`src/rtl/seq_detect_param_if.sv`:
```
// Serial-lane bundle for the pattern detector: qualified bit stream and control in, match flag and status out.
// master drives the stream and control; slave is the detector.
interface seq_detect_param_if #(
  parameter int PAT_W = 3,
  parameter int CNT_W = 8
);
  logic             y;
  logic             y_valid;
  logic             pat_load;
  logic [PAT_W-1:0] pat_in;
  logic             overlap;
  logic             cnt_clr;
  logic             z;
  logic [CNT_W-1:0] match_cnt;
  logic             armed;

  modport master (
    output y, y_valid, pat_load, pat_in, overlap, cnt_clr,
    input  z, match_cnt, armed
  );

  modport slave (
    input  y, y_valid, pat_load, pat_in, overlap, cnt_clr,
    output z, match_cnt, armed
  );
endinterface

```
`src/rtl/seq_detect_param.sv`:
```
// Runtime-loadable PAT_W-bit serial pattern detector with overlap mode and a saturating match counter.
// z rises one cycle after the edge that samples the final bit; y_valid low stalls the matcher and never loses a partial match.
module seq_detect_param #(
  parameter int PAT_W = 3,
  parameter int CNT_W = 8
) (
  input logic              clk,
  input logic              rst,
  seq_detect_param_if.slave bus
);
  localparam int FILL_W = $clog2(PAT_W + 1);
  localparam logic [FILL_W-1:0] FILL_FULL = FILL_W'(PAT_W);
  localparam logic [CNT_W-1:0]  CNT_MAX   = '1;

  generate
    if (PAT_W < 2 || PAT_W > 16) begin : g_bad_pat_w
      $error("seq_detect_param: PAT_W must be in 2..16");
    end
  endgenerate

  typedef enum logic [1:0] {
    UNARMED = 2'd0,
    SCAN    = 2'd1,
    HIT     = 2'd2
  } state_t;

  state_t             state, state_nxt;
  logic [PAT_W-1:0]   pattern, pattern_nxt;
  logic [PAT_W-1:0]   history, history_nxt;
  logic [FILL_W-1:0]  fill, fill_nxt;
  logic [CNT_W-1:0]   match_cnt, cnt_nxt;
  logic               armed, armed_nxt;

  logic [PAT_W-1:0]   shifted;
  logic [FILL_W-1:0]  fill_inc;
  logic               match;

  always_ff @(posedge clk or posedge rst) begin
    if (rst) begin
      state     <= UNARMED;
      pattern   <= '0;
      history   <= '0;
      fill      <= '0;
      match_cnt <= '0;
      armed     <= 1'b0;
    end else begin
      state     <= state_nxt;
      pattern   <= pattern_nxt;
      history   <= history_nxt;
      fill      <= fill_nxt;
      match_cnt <= cnt_nxt;
      armed     <= armed_nxt;
    end
  end

  always_comb begin
    state_nxt   = state;
    pattern_nxt = pattern;
    history_nxt = history;
    fill_nxt    = fill;
    armed_nxt   = armed;
    cnt_nxt     = match_cnt;
    match       = 1'b0;
    shifted     = {history[PAT_W-2:0], bus.y};
    fill_inc    = (fill == FILL_FULL) ? fill : fill + 1'b1;

    // A load wins over a coincident valid bit, which is dropped entirely.
    if (bus.pat_load) begin
      pattern_nxt = bus.pat_in;
      history_nxt = '0;
      fill_nxt    = '0;
      armed_nxt   = 1'b1;
      state_nxt   = SCAN;
    end else if (state != UNARMED) begin
      if (bus.y_valid) begin
        history_nxt = shifted;
        match       = (fill_inc == FILL_FULL) && (shifted == pattern);
        fill_nxt    = (match && !bus.overlap) ? '0 : fill_inc;
        state_nxt   = match ? HIT : SCAN;
      end else begin
        state_nxt = SCAN;
      end
    end

    if (bus.cnt_clr) begin
      cnt_nxt = match ? CNT_W'(1) : '0;
    end else if (match && match_cnt != CNT_MAX) begin
      cnt_nxt = match_cnt + 1'b1;
    end
  end

  assign bus.z         = (state == HIT);
  assign bus.match_cnt = match_cnt;
  assign bus.armed     = armed;
endmodule

```
`src/flat_wrapper.sv`:
```
// flat-port wrapper written by rule: the top's interface ports become plain ports
module seq_detect_param_flat 
#(
  parameter int PAT_W = 3,
  parameter int CNT_W = 8
)
  (clk, rst, bus_y, bus_y_valid, bus_pat_load, bus_pat_in, bus_overlap, bus_cnt_clr, bus_z, bus_match_cnt, bus_armed);
  seq_detect_param_if #(.PAT_W(PAT_W), .CNT_W(CNT_W)) bus_i ();
  input logic clk;
  input logic rst;
  input wire logic [$bits(bus_i.y)-1:0] bus_y;
  input wire logic [$bits(bus_i.y_valid)-1:0] bus_y_valid;
  input wire logic [$bits(bus_i.pat_load)-1:0] bus_pat_load;
  input wire logic [$bits(bus_i.pat_in)-1:0] bus_pat_in;
  input wire logic [$bits(bus_i.overlap)-1:0] bus_overlap;
  input wire logic [$bits(bus_i.cnt_clr)-1:0] bus_cnt_clr;
  output wire logic [$bits(bus_i.z)-1:0] bus_z;
  output wire logic [$bits(bus_i.match_cnt)-1:0] bus_match_cnt;
  output wire logic [$bits(bus_i.armed)-1:0] bus_armed;
  assign bus_i.y = bus_y;
  assign bus_i.y_valid = bus_y_valid;
  assign bus_i.pat_load = bus_pat_load;
  assign bus_i.pat_in = bus_pat_in;
  assign bus_i.overlap = bus_overlap;
  assign bus_i.cnt_clr = bus_cnt_clr;
  assign bus_z = bus_i.z;
  assign bus_match_cnt = bus_i.match_cnt;
  assign bus_armed = bus_i.armed;
  seq_detect_param #(.PAT_W(PAT_W), .CNT_W(CNT_W)) u_core (.clk(clk), .rst(rst), .bus(bus_i));
endmodule
```
`config.mk`:
```
export PLATFORM = sky130hd
export DESIGN_NAME = seq_detect_param_flat
export DESIGN_NICKNAME = d
export VERILOG_FILES = /design/src/rtl/seq_detect_param_if.sv /design/src/rtl/seq_detect_param.sv /design/src/flat_wrapper.sv
export SDC_FILE = /design/constraint.sdc
export NUM_CORES = 1
export LEC_CHECK = 0
export BUFFER_PORTS_ARGS = -buffer_cell sky130_fd_sc_hd__buf_4
export CORE_MARGIN = 5
export CORE_UTILIZATION = 55
export CTS_CLUSTER_SIZE = 30
export DETAILED_ROUTE_END_ITERATION = 6
export GPL_TIMING_DRIVEN = 0
export PLACE_DENSITY = 0.82
export SLEW_MARGIN = 30
export SYNTH_ARGS = -nofsm -noshare
export SYNTH_HDL_FRONTEND = slang
export SYNTH_SLANG_ARGS = --single-unit
```
`constraint.sdc`:
```
create_clock -name clk -period 5 [get_ports clk]
set_clock_uncertainty 0.15 [all_clocks]
set_input_delay 1 -clock clk [delete_from_list [all_inputs] [get_ports clk]]
set_output_delay 1 -clock clk [all_outputs]
set_load 0.01 [all_outputs]
```
==> reports/results.tsv, run 1 <==
stage	metric	value	unit
setup_path	arrival	2.44	ns
sta	post-route-period-util	47.9	%
power_and_ir_drop	p_sw	0.0655	mW
setup_path	path_max_fanout	10	
sta	rsz0062_at_grt	false	
floorplanning	rows	15	
clock_tree	cts_resized	0	
detailed_routing	vias	802	
floorplanning	chipHeight	51.8	um
place	io_buffers	18	
sta	finalSetupViolations	0	
sta	fin_setup_tns	0	ns
floorplanning	die_w	51.8	um
sta	period_needed	2.40	ns
synth	muxShareOfSynthArea	5.87	%
floorplanning	initial_core_util	56.8	%
global_route	grt-ovfl-total	0	
clock_tree	cts_sinks	18	
clock_tree	cts.htree.levels	1	
detailed_routing	drt_first_iter_violations	17	
synth	synth_xor_area_share	5.08	%
sta	slew_headroom	54.7	%
cells_and_area	area_delta_synth_final	20.1	%
global_route	grt_pass1_wl	3300	um
synth	synth_warnings	0	
sta	drv_slew	0	
synth	syn_avg_cell_area	10.0	um^2
clock_tree	clock_path_buffers	2	
clock_tree	hold_buffers	0	
floorplanning	die_area	2680	um^2
detailed_routing	wirelength	1980	um
job	maxCapViolations	0	
power_and_ir_drop	p_total	0.274	mW
global_route	antenna_found_initial	0	
floorplanning	ios	20	
synth	synth.distinct_cells	32	
global_route	grt_max_degree	19	
setup_path	critPathLaunchType	input pin	
synth	ys_seq_elements	18	
setup_path	cp.required	5.05	ns
clock_tree	cts_buffers	3	
detailed_routing	drtPass1Iterations	4	
power_and_ir_drop	p_seq_share	56.4	%
synth	synthSimpleGateAreaFrac	22.9	%
power_and_ir_drop	swShare	23.9	%
synth	synthFlopType	dfrtp_1	
clock_tree	clk_pin_slew_worst_paths	0.11	ns
run_status	outcome	completed	
clock_tree	cts_tree	yes	
sta	hold_violations	0	
synth	syn_inst	96	
synth	yosysSeqAreaShare	46.9	%
cells_and_area	fillers	141	
worst_hold_path	min_path_type	flop to flop	
power_and_ir_drop	p_int	0.209	mW
floorplanning	coreArea	1690	um^2
detailed_routing	drc_errors	0	
sta	worst_pin_slew	0.678	ns
synth	synth_top_family_by_area	simple AND/OR/NAND/NOR gates	
synth	synth_compound_area_share	14.5	%
cells_and_area	drive_gt1_share	31.4	%
cells_and_area	diodes	0	
power_and_ir_drop	p_per_area	238	nW/um^2
power_and_ir_drop	max-vdd-ir-drop	0.189	mV
global_route	grt_pass1_vias	738	
cells_and_area	layout.nets	130	
global_route	grt_usage	16.6	%
clock_tree	post_cts_buffers	0	
setup_path	worstSetupEndpointType	flop	
detailed_routing	routed_via_density	5.94	
place	pre_cts_ws	2.31	ns
power_and_ir_drop	p_leak	0.498	nW
place	hpwl	1450	um
synth	synth_edf_count	0	
synth	synth_nets	107	
synth	async_flop_share	100	%
detailed_routing	ant_nets	0	
setup_path	timing_worst_setup_path_type	input pin to flop	
detailed_routing	wl_per_cell	14.7	um
power_and_ir_drop	power_frac_clock	32.9	%
clock_tree	clockRootBuffer	clkbuf_4	
clock_tree	clk_latency	0.30	ns
setup_path	rrSetupSlack	2.97	ns
sta	layout_setup_ws	2.60	ns
synth	synthesis.area	960	um^2
synth	synth_fa_ha_area_share	1.30	%
power_and_ir_drop	p_comb_share	10.8	%
sta	fmax	417	MHz
place	place.gp.congestion	0.801	
==> stage by stage <==
step           instances  hold WS [ns]  instance area, um^2  util, %
6_report             135         0.335                 1150     68.2
5_1_grt              135         0.368                 1150     68.2
4_1_cts              135         0.336                 1150     68.2
3_5_place_dp         131         0.306                 1120     66.1
3_3_place_gp         131         0.303                 1120     66.1
2_1_floorplan         96         0.360                  960        -
==> state kept, by name (all words and copies together), names as in the netlist <==
name	flops
u_core.bus.armed	1
u_core.bus.match_cnt	8
u_core.fill	2
u_core.history	2
u_core.pattern	3
u_core.state	2
==> Yosys cell counts (3+ instances only) <==
master | n | area share, %
xnor2_2 | 3 | 5.1
nand2_1 | 9 | 3.5
a21oi_1 | 6 | 3.1
mux2_2 | 5 | 5.9
dfrtp_1 | 18 | 47
inv_1 | 4 | 1.6
nand3_1 | 3 | 1.6
nor4_1 | 3 | 2.0
nor2_1 | 8 | 3.1
nor2b_1 | 4 | 2.6
nor3_1 | 6 | 3.1
==> power by group through the flow <==
stage | Combinational, mW | Sequential, mW | Clock [mW]
4_1_cts | 0.0298 | 0.155 | 0.0935
6_report | 0.0295 | 0.155 | 0.0902
3_3_place_gp | 0.0291 | 0.157 | 0
3_5_place_dp | 0.0298 | 0.158 | 0
2_1_floorplan | 0.0203 | 0.157 | 0
5_1_grt | 0.0332 | 0.156 | 0.101
==> cell families after synthesis <==
kind of cell,Yosys count
muxes,5
buffers and inverters,8
DFF,18
and+or+nand+nor,42
adders and majority gates,1
AOI/OAI and AO/OA,19
xor gates and xnor gates,3
==> final timing paths <==
| path | start | end | cells past startpoint |
|---|---|---|---|
| max | bus_y | u_core.bus.match_cnt[4] | 6 |
| min | u_core.bus.armed | u_core.bus.armed | 1 |
| max reg2reg | u_core.pattern[0] | u_core.bus.match_cnt[4] | 5 |
| min reg2reg | u_core.bus.armed | u_core.bus.armed | 1 |
| max in group asynchronous | rst | u_core.bus.match_cnt[0] | 2 |
| min in group asynchronous | rst | u_core.bus.match_cnt[5] | 2 |
==> critical path: stages <==
cell     delay [ns]
buf_4          0.12
xnor2_2        0.15
nand4_2        0.18
buf_2          0.23
nor4_1         0.38
mux2_2         0.38
==> area by class of cell <==
| type | count | area (um^2) | share of cell area (%) |
|---|---|---|---|
| Tap cell | 17 | 21.3 | 1.85 |
| Multi-Input combinational cell | 70 | 477 | 41.4 |
| Buffer | 4 | 17.5 | 1.52 |
| Inverter | 4 | 15.0 | 1.30 |
| Clock buffer | 4 | 36.3 | 3.15 |
| Sequential cell | 18 | 450 | 39.1 |
| Timing Repair Buffer | 18 | 135 | 11.7 |
==> layer usage <==
| layer | GRT usage, % | wire length, um |
|---|---|---|
| met1 | 23.4 | 927 |
| met3 | 3.72 | 102 |
| met2 | 25.4 | 927 |
| met5 | 0 | 0 |
| met4 | 5.24 | 23 |
==> cells in the final DEF (no fill, tap or decap), types with 2 or more instances in the layout <==
| cell type | instances |
|---|---|
| nor2_1 | 8 |
| dfrtp_1 | 18 |
| buf_2 | 2 |
| nand3_1 | 3 |
| a31oi_1 | 2 |
| nor2b_1 | 4 |
| clkbuf_4 | 3 |
| clkbuf_1 | 2 |
| buf_4 | 18 |
| xnor2_2 | 3 |
| inv_1 | 4 |
| or2_2 | 2 |
| nand2_1 | 9 |
| nor3_1 | 6 |
| nor4_1 | 3 |
| a21oi_1 | 6 |
| a311oi_1 | 2 |
| or4_1 | 2 |
| mux2_2 | 5 |
Power figures use the tool's default switching activity.
==> inputs of run 2 (changes only) <==
--- a/config.mk
+++ b/config.mk
@@ -5,13 +5,14 @@
 export SDC_FILE = /design/constraint.sdc
 export NUM_CORES = 1
 export LEC_CHECK = 0
+export ABC_AREA = 1
 export BUFFER_PORTS_ARGS = -buffer_cell sky130_fd_sc_hd__buf_4
 export CORE_MARGIN = 5
-export CORE_UTILIZATION = 55
+export CORE_UTILIZATION = 48
 export CTS_CLUSTER_SIZE = 30
 export DETAILED_ROUTE_END_ITERATION = 6
 export GPL_TIMING_DRIVEN = 0
-export PLACE_DENSITY = 0.82
+export PLACE_DENSITY = 0.75
 export SLEW_MARGIN = 30
 export SYNTH_ARGS = -nofsm -noshare
 export SYNTH_HDL_FRONTEND = slang
==> constraint.sdc (replaced) <==
create_clock -name clk -period 2.15 [get_ports clk]
set_clock_uncertainty 0.15 [all_clocks]
set_input_delay 0.43 -clock clk [delete_from_list [all_inputs] [get_ports clk]]
set_output_delay 0.43 -clock clk [all_outputs]
set_load 0.01 [all_outputs]
==> run 2 against run 1 <==
  * Synthesized area up 13%
  * Critical path depth up 1
  * Flip-flop and latch count unchanged
  * Global-route usage down 3.3 points
  * Sequential power up 130%
  * Sequential share of layout area down 4.4 points
  * Count of clock-buffer cells in the layout unchanged
  * Combinational power rose to 3.3 times the previous value
  * Design area up 13%
  * Synthesized cell count up 42%
  * First-iteration DRC count rose to 2.7 times the previous value
  * Via count up 14%
  * Largest cell class unchanged
==> reports/results.tsv, run 2 <==
stage	metric	value	unit
floorplanning	die_area	3310	um^2
global_route	grt-ovfl-total	0	
cells_and_area	diodes	0	
sta	slew_headroom	54.9	%
cells_and_area	largest_reg_flops	8	
cells_and_area	multi_input_area	536	um^2
setup_path	timing_worst_setup_path_type	flop to flop	
place	io_buffers	19	
synth	synth_common_cells	31 x nand2_1, 20 x inv_1, 18 x dfrtp_1	
detailed_routing	top_layer	met4	
synth	yosysMostFrequentCell	nand2_1	
power_and_ir_drop	p_leak	0.694	nW
clock_tree	clk_pin_slew_worst_paths	0.11	ns
detailed_routing	drt_first_iter_violations	46	
cells_and_area	layout.nets	171	
setup_path	critPathLaunchType	flop	
clock_tree	cts_tree	yes	
setup_path	path_common_cell	nand2_1	
job	maxCapViolations	0	
synth	muxShareOfSynthArea	0	%
detailed_routing	ant_nets	0	
global_route	antenna_found_initial	0	
clock_tree	clk_latency	0.30	ns
floorplanning	initial_core_util	49.5	%
synth	synthFlopType	dfrtp_1	
synth	yosysTopAreaCell	dfrtp_1	
setup_path	ff2ff_path_depth	7	
cells_and_area	area_delta_synth_final	19.7	%
floorplanning	ios	20	
sta	post-route-period-util	72.2	%
setup_path	arrival	1.60	ns
setup_path	cp.required	2.20	ns
detailed_routing	vias	917	
detailed_routing	routedLengthMet1	933	um
synth	synth_top_family_by_area	simple AND/OR/NAND/NOR gates	
sta	rsz0062_at_grt	false	
clock_tree	hold_buffers	0	
setup_path	crit_start	u_core.bus.match_cnt[0]	
clock_tree	post_cts_buffers	0	
global_route	grt_usage	13.3	%
worst_hold_path	min_path_type	input pin to asynchronous set/reset pin	
setup_path	worst_path_max_delay_cell	dfrtp_1	
power_and_ir_drop	max-vdd-ir-drop	0.326	mV
clock_tree	cts.htree.levels	1	
sta	drv_slew	0	
run_status	outcome	completed	
cells_and_area	layout_commonest_cell	nand2_1	
power_and_ir_drop	p_per_area	516	nW/um^2
sta	period_needed	1.55	ns
synth	synth_fa_ha_area_share	1.15	%
setup_path	critical-path-max-stage-delay	0.44	ns
setup_path	reg2reg_from	u_core.bus.match_cnt[0]	
detailed_routing	wirelength	2090	um
setup_path	rrSetupSlack	0.60	ns
global_route	grt_max_degree	19	
synth	synth_warnings	0	
setup_path	path_max_fanout	8	
detailed_routing	drtPass1Iterations	4	
synth	synth_area_leaders	dfrtp_1 42%, nand2_1 11%, inv_1 6.9%, nand3_1 6.9%, nor2_4 4.2%	
synth	synth_nets	147	
place	pre_cts_ws	0.601	ns
detailed_routing	dr_wl_met2	1040	um
cells_and_area	regMostFlops	u_core.bus.match_cnt	
global_route	grt_pass1_wl	3570	um
cells_and_area	seq_area	450	um^2
clock_tree	clockRootBuffer	clkbuf_4	
sta	fmax	644	MHz
synth	synth_edf_count	0	
floorplanning	chipHeight	57.5	um
synth	synth_xor_area_share	3.23	%
synth	async_flop_share	100	%
clock_tree	cts_resized	0	
global_route	grt_pass1_vias	852	
cells_and_area	fillers	203	
synth	synthesis.area	1080	um^2
sta	hold_violations	0	
place	hpwl	1610	um
synth	syn_inst	136	
clock_tree	cts_sinks	18	
place	place.gp.congestion	0.818	
synth	syn_avg_cell_area	7.98	um^2
synth	synth.distinct_cells	26	
setup_path	crit_chain	ha_1, nand2_1, nor2_4, nand2_4, nand4_4, nand3_1, nand2_1	
sta	layout_setup_ws	0.597	ns
cells_and_area	layout_common_cells	31 x nand2_1, 20 x inv_1, 19 x buf_4	
detailed_routing	drc_errors	0	
synth	yosysSeqAreaShare	41.5	%
sta	worst_pin_slew	0.676	ns
sta	finalSetupViolations	0	
sta	fin_worst_hold_slack	0.0726	ns
synth	ys_seq_elements	18	
synth	synth_compound_area_share	5.88	%
detailed_routing	wl_met3	93	um
cells_and_area	reg_top3	u_core.bus.match_cnt: 8 flops, u_core.pattern: 3 flops	
floorplanning	die_w	57.5	um
detailed_routing	routed_via_density	4.90	
setup_path	worstReg2RegEnd	u_core.bus.match_cnt[6]	
synth	synthSimpleGateAreaFrac	39.1	%
floorplanning	coreArea	2190	um^2
floorplanning	rows	17	
detailed_routing	wl_per_cell	11.1	um
clock_tree	cts_buffers	3	
sta	fin_setup_tns	0	ns
cells_and_area	drive_gt1_share	26.4	%
clock_tree	clock_path_buffers	2	
setup_path	worstSetupEndpointType	flop	
synth	yosysTopAreaCellShare	41.5	%
==> run 2: metrics by stage <==
stage | power (mW) | std cells | cell area, um^2 | util (%)
4_1_cts | 0.683 | 187 | 1300 | 59.3
6_report | 0.670 | 187 | 1300 | 59.3
5_1_grt | 0.709 | 187 | 1300 | 59.3
2_1_floorplan | 0.437 | 136 | 1080 | -
3_3_place_gp | 0.463 | 183 | 1260 | 57.6
3_5_place_dp | 0.466 | 183 | 1260 | 57.6
==> run 2: cell families after synthesis <==
logic type / Yosys count
compound gates: 12
simple gates: 75
fa+ha+maj: 1
xor+xnor: 4
flops: 18
buf+inv: 26
==> run 2: cell type report <==
class	count	area share (%)
clock buffer	4	2.79
multi-input combinational	92	41.2
buffer	2	0.674
timing repair buffer	19	11.0
sequential	18	34.7
tap	28	2.70
inverter	24	6.94
==> run 2: layer usage <==
layer,global-route usage [%],up-vias
li1,-,480
met1,17.7,419
met2,21.1,16
met3,2.71,2
met4,5.30,0
met5,0,-
==> run 2: worst max path at each step <==
stage | to | slack (ns) | cells after the start
2_1_floorplan | u_core.bus.match_cnt[3] | 0.68 | 7
3_3_place_gp | u_core.bus.match_cnt[6] | 0.62 | 7
3_5_place_dp | u_core.bus.match_cnt[6] | 0.60 | 7
4_1_cts | u_core.bus.match_cnt[6] | 0.59 | 7
5_1_grt | u_core.bus.match_cnt[6] | 0.46 | 7
6_report | u_core.bus.match_cnt[6] | 0.60 | 7
==> run 2: where the power goes <==
| group | internal (mW) | leakage (nW) | switching, mW | total [mW] |
|---|---|---|---|---|
| sequential | 0.352 | 0.233 | 0.0106 | 0.362 |
| clock | 0.103 | 0.0210 | 0.108 | 0.212 |
| combinational | 0.0366 | 0.440 | 0.0596 | 0.0962 |
==> run 2: critical path: cells and delay by family, from the launching register on <==
kind | cells | cell delay, ns
adders and majority gates | 1 | 0.23
DFF | 1 | 0.44
and+or+nand+nor | 6 | 0.64
==> inputs of run 3 (changes only) <==
--- a/config.mk
+++ b/config.mk
@@ -5,10 +5,10 @@
 export SDC_FILE = /design/constraint.sdc
 export NUM_CORES = 1
 export LEC_CHECK = 0
-export ABC_AREA = 1
+export ABC_AREA = 0
 export BUFFER_PORTS_ARGS = -buffer_cell sky130_fd_sc_hd__buf_4
 export CORE_MARGIN = 5
-export CORE_UTILIZATION = 48
+export CORE_UTILIZATION = 47
 export CTS_CLUSTER_SIZE = 30
 export DETAILED_ROUTE_END_ITERATION = 6
 export GPL_TIMING_DRIVEN = 0
==> constraint.sdc (replaced) <==
create_clock -name clk -period 1.3 [get_ports clk]
set_clock_uncertainty 0.15 [all_clocks]
set_input_delay 0.26 -clock clk [delete_from_list [all_inputs] [get_ports clk]]
set_output_delay 0.26 -clock clk [all_outputs]
set_load 0.01 [all_outputs]
==> run 3 against run 2 <==
  * The run now ends with setup timing left
  * Global-route usage is 5.6 points higher
  * Largest cell class unchanged
  * Routed wire length increased by 26%
  * Combinational power is 82% higher
  * Worst hold slack got worse by 0.041 ns
  * Sequential share of layout area is 4.4 points lower
  * Critical path type unchanged
==> reports/results.tsv, run 3 (synthesized netlist as in run 1, its figures left out) <==
stage	metric	value	unit
detailed_routing	vias	925	
sta	post-route-period-util	145	%
place	place.gp.congestion	0.852	
place	io_buffers	18	
floorplanning	coreArea	1960	um^2
floorplanning	die_w	55.2	um
cells_and_area	layout.cells.non_filler	161	
global_route	grt_usage	18.9	%
setup_path	worstSetupEndpointType	flop	
cells_and_area	multi_input_area	617	um^2
global_route	antenna_found_initial	0	
job	maxCapViolations	0	
detailed_routing	routed_via_density	5.75	
worst_hold_path	min_path_type	input pin to flop	
cells_and_area	area_delta_synth_final	57.0	%
detailed_routing	drc_errors	0	
clock_tree	cts_buffers	3	
clock_tree	clk_pin_slew_worst_paths	0.11	ns
cells_and_area	drive_gt1_share	56.7	%
detailed_routing	drtPass1Iterations	4	
sta	period_needed	1.88	ns
cells_and_area	largest_reg_flops	8	
power_and_ir_drop	p_leak	0.596	nW
clock_tree	clock_path_buffers	2	
clock_tree	cts_tree	yes	
global_route	grt-ovfl-total	0	
cells_and_area	reg_top3	u_core.bus.match_cnt: 8 flops, u_core.pattern: 3 flops	
sta	drv_slew	0	
place	hpwl	1530	um
power_and_ir_drop	max-vdd-ir-drop	0.654	mV
clock_tree	clk_latency	0.30	ns
detailed_routing	drt_first_iter_violations	31	
cells_and_area	fillers	136	
sta	hold_violations	0	
sta	slew_headroom	67.0	%
cells_and_area	diodes	0	
floorplanning	chipHeight	55.2	um
cells_and_area	layout.nets	146	
global_route	grt_pass1_vias	902	
sta	fin_worst_hold_slack	0.0318	ns
power_and_ir_drop	p_total	1.13	mW
setup_path	reg2reg_from	u_core.pattern[1]	
setup_path	arrival	1.95	ns
floorplanning	ios	20	
cells_and_area	fin_util	76.8	%
cells_and_area	fin_area	1510	um^2
floorplanning	rows	16	
clock_tree	cts.htree.levels	1	
cells_and_area	layout_common_cells	18 x buf_4, 17 x buf_6, 13 x dfrtp_1	
place	placed_area	1180	um^2
cells_and_area	layout_commonest_cell	buf_4	
worst_hold_path	holdCritStartpoint	bus_pat_in[1]	
sta	worst_pin_slew	0.494	ns
setup_path	cp.required	1.37	ns
detailed_routing	ant_nets	0	
sta	layout_setup_ws	-0.582	ns
place	dp.cells	141	
detailed_routing	wirelength	2640	um
cells_and_area	seq_area	457	um^2
power_and_ir_drop	p_per_area	753	nW/um^2
floorplanning	initial_core_util	48.9	%
floorplanning	die_area	3050	um^2
global_route	grt_pass1_wl	4080	um
clock_tree	clockRootBuffer	clkbuf_4	
setup_path	critPathLaunchType	flop	
run_status	violations	setup timing	
run_status	outcome	complete, but fails checks	
global_route	grt_max_degree	19	
cells_and_area	regMostFlops	u_core.bus.match_cnt	
clock_tree	cts_sinks	18	
setup_path	crit_start	u_core.pattern[1]	
setup_path	path_max_fanout	5	
sta	rsz0062_at_grt	true	
sta	fmax	531	MHz
sta	finalSetupViolations	18	
detailed_routing	wl_per_cell	16.4	um
setup_path	timing_worst_setup_path_type	flop to flop	
-- run 3: changes by cell type in the layout (fill, tap and decap cells not counted), moves of 5 or more --
cell     previous run  this run
buf_6               0        17
dfrtp_2             0         5
o21ai_0             5         0
nand3_1            15         2
nand4_1             7         1
nand2_1            31         9
inv_1              20         3
dfrtp_1            18        13
-- run 3: path summary, 6_finish.rpt --
kind                                                end  slack (ns)  cells after the start
worst max-delay path            u_core.bus.match_cnt[7]       -0.58                      4
worst max register to register  u_core.bus.match_cnt[7]       -0.58                      4
worst min-delay path                  u_core.pattern[1]        0.03                      2
min in group asynchronous       u_core.bus.match_cnt[4]        0.35                      3
max in group asynchronous               u_core.state[1]        0.38                      3
worst min register to register         u_core.bus.armed        0.35                      1
-- run 3: final cells by class --
class,instances,share of cell area (%)
Buffer,4,1.74
Clock buffer,4,2.41
Inverter,4,1.25
Multi-Input combinational cell,70,40.9
Sequential cell,18,30.3
Tap cell,27,2.24
Timing Repair Buffer,34,21.1
-- run 3: worst max-delay path, cell delays in order, from the launching register on --
cell and delay, ns:
dfrtp_1 0.44, xnor2_2 0.27, nand4_4 0.18, or4_4 0.52
a221oi_2 0.25
-- run 3: what timing repair did --
item,in CTS,in global routing
gates resized for setup,21,19
pin swaps,10,6
cloned,1,0
setup buffers,6,8
hold buffers,1,0
endpoints found under the setup margin,20,41
hold endpoints to repair,18,0
-- run 3: layer usage --
metal  share of wire, %  global-route usage [%]
met5                  0                       0
met3                4.9                    3.75
met1                 41                    22.8
met4                2.2                    8.50
met2                 52                    32.5
-- run 3: where the power goes --
part	leakage (nW)	internal, mW	switching, mW
Clock	0.0210	0.171	0.190
Combinational	0.350	0.0887	0.0867
Sequential	0.225	0.577	0.0213
-- run 3: through the flow --
step / setup TNS, ns / worst slack [ns]
floorplan: -2.45 / -0.410
global placement: -4.01 / -0.504
detailed placement: -4.32 / -0.535
CTS: -4.45 / -0.494
global route: -6.68 / -0.659
finish: -5.71 / -0.582
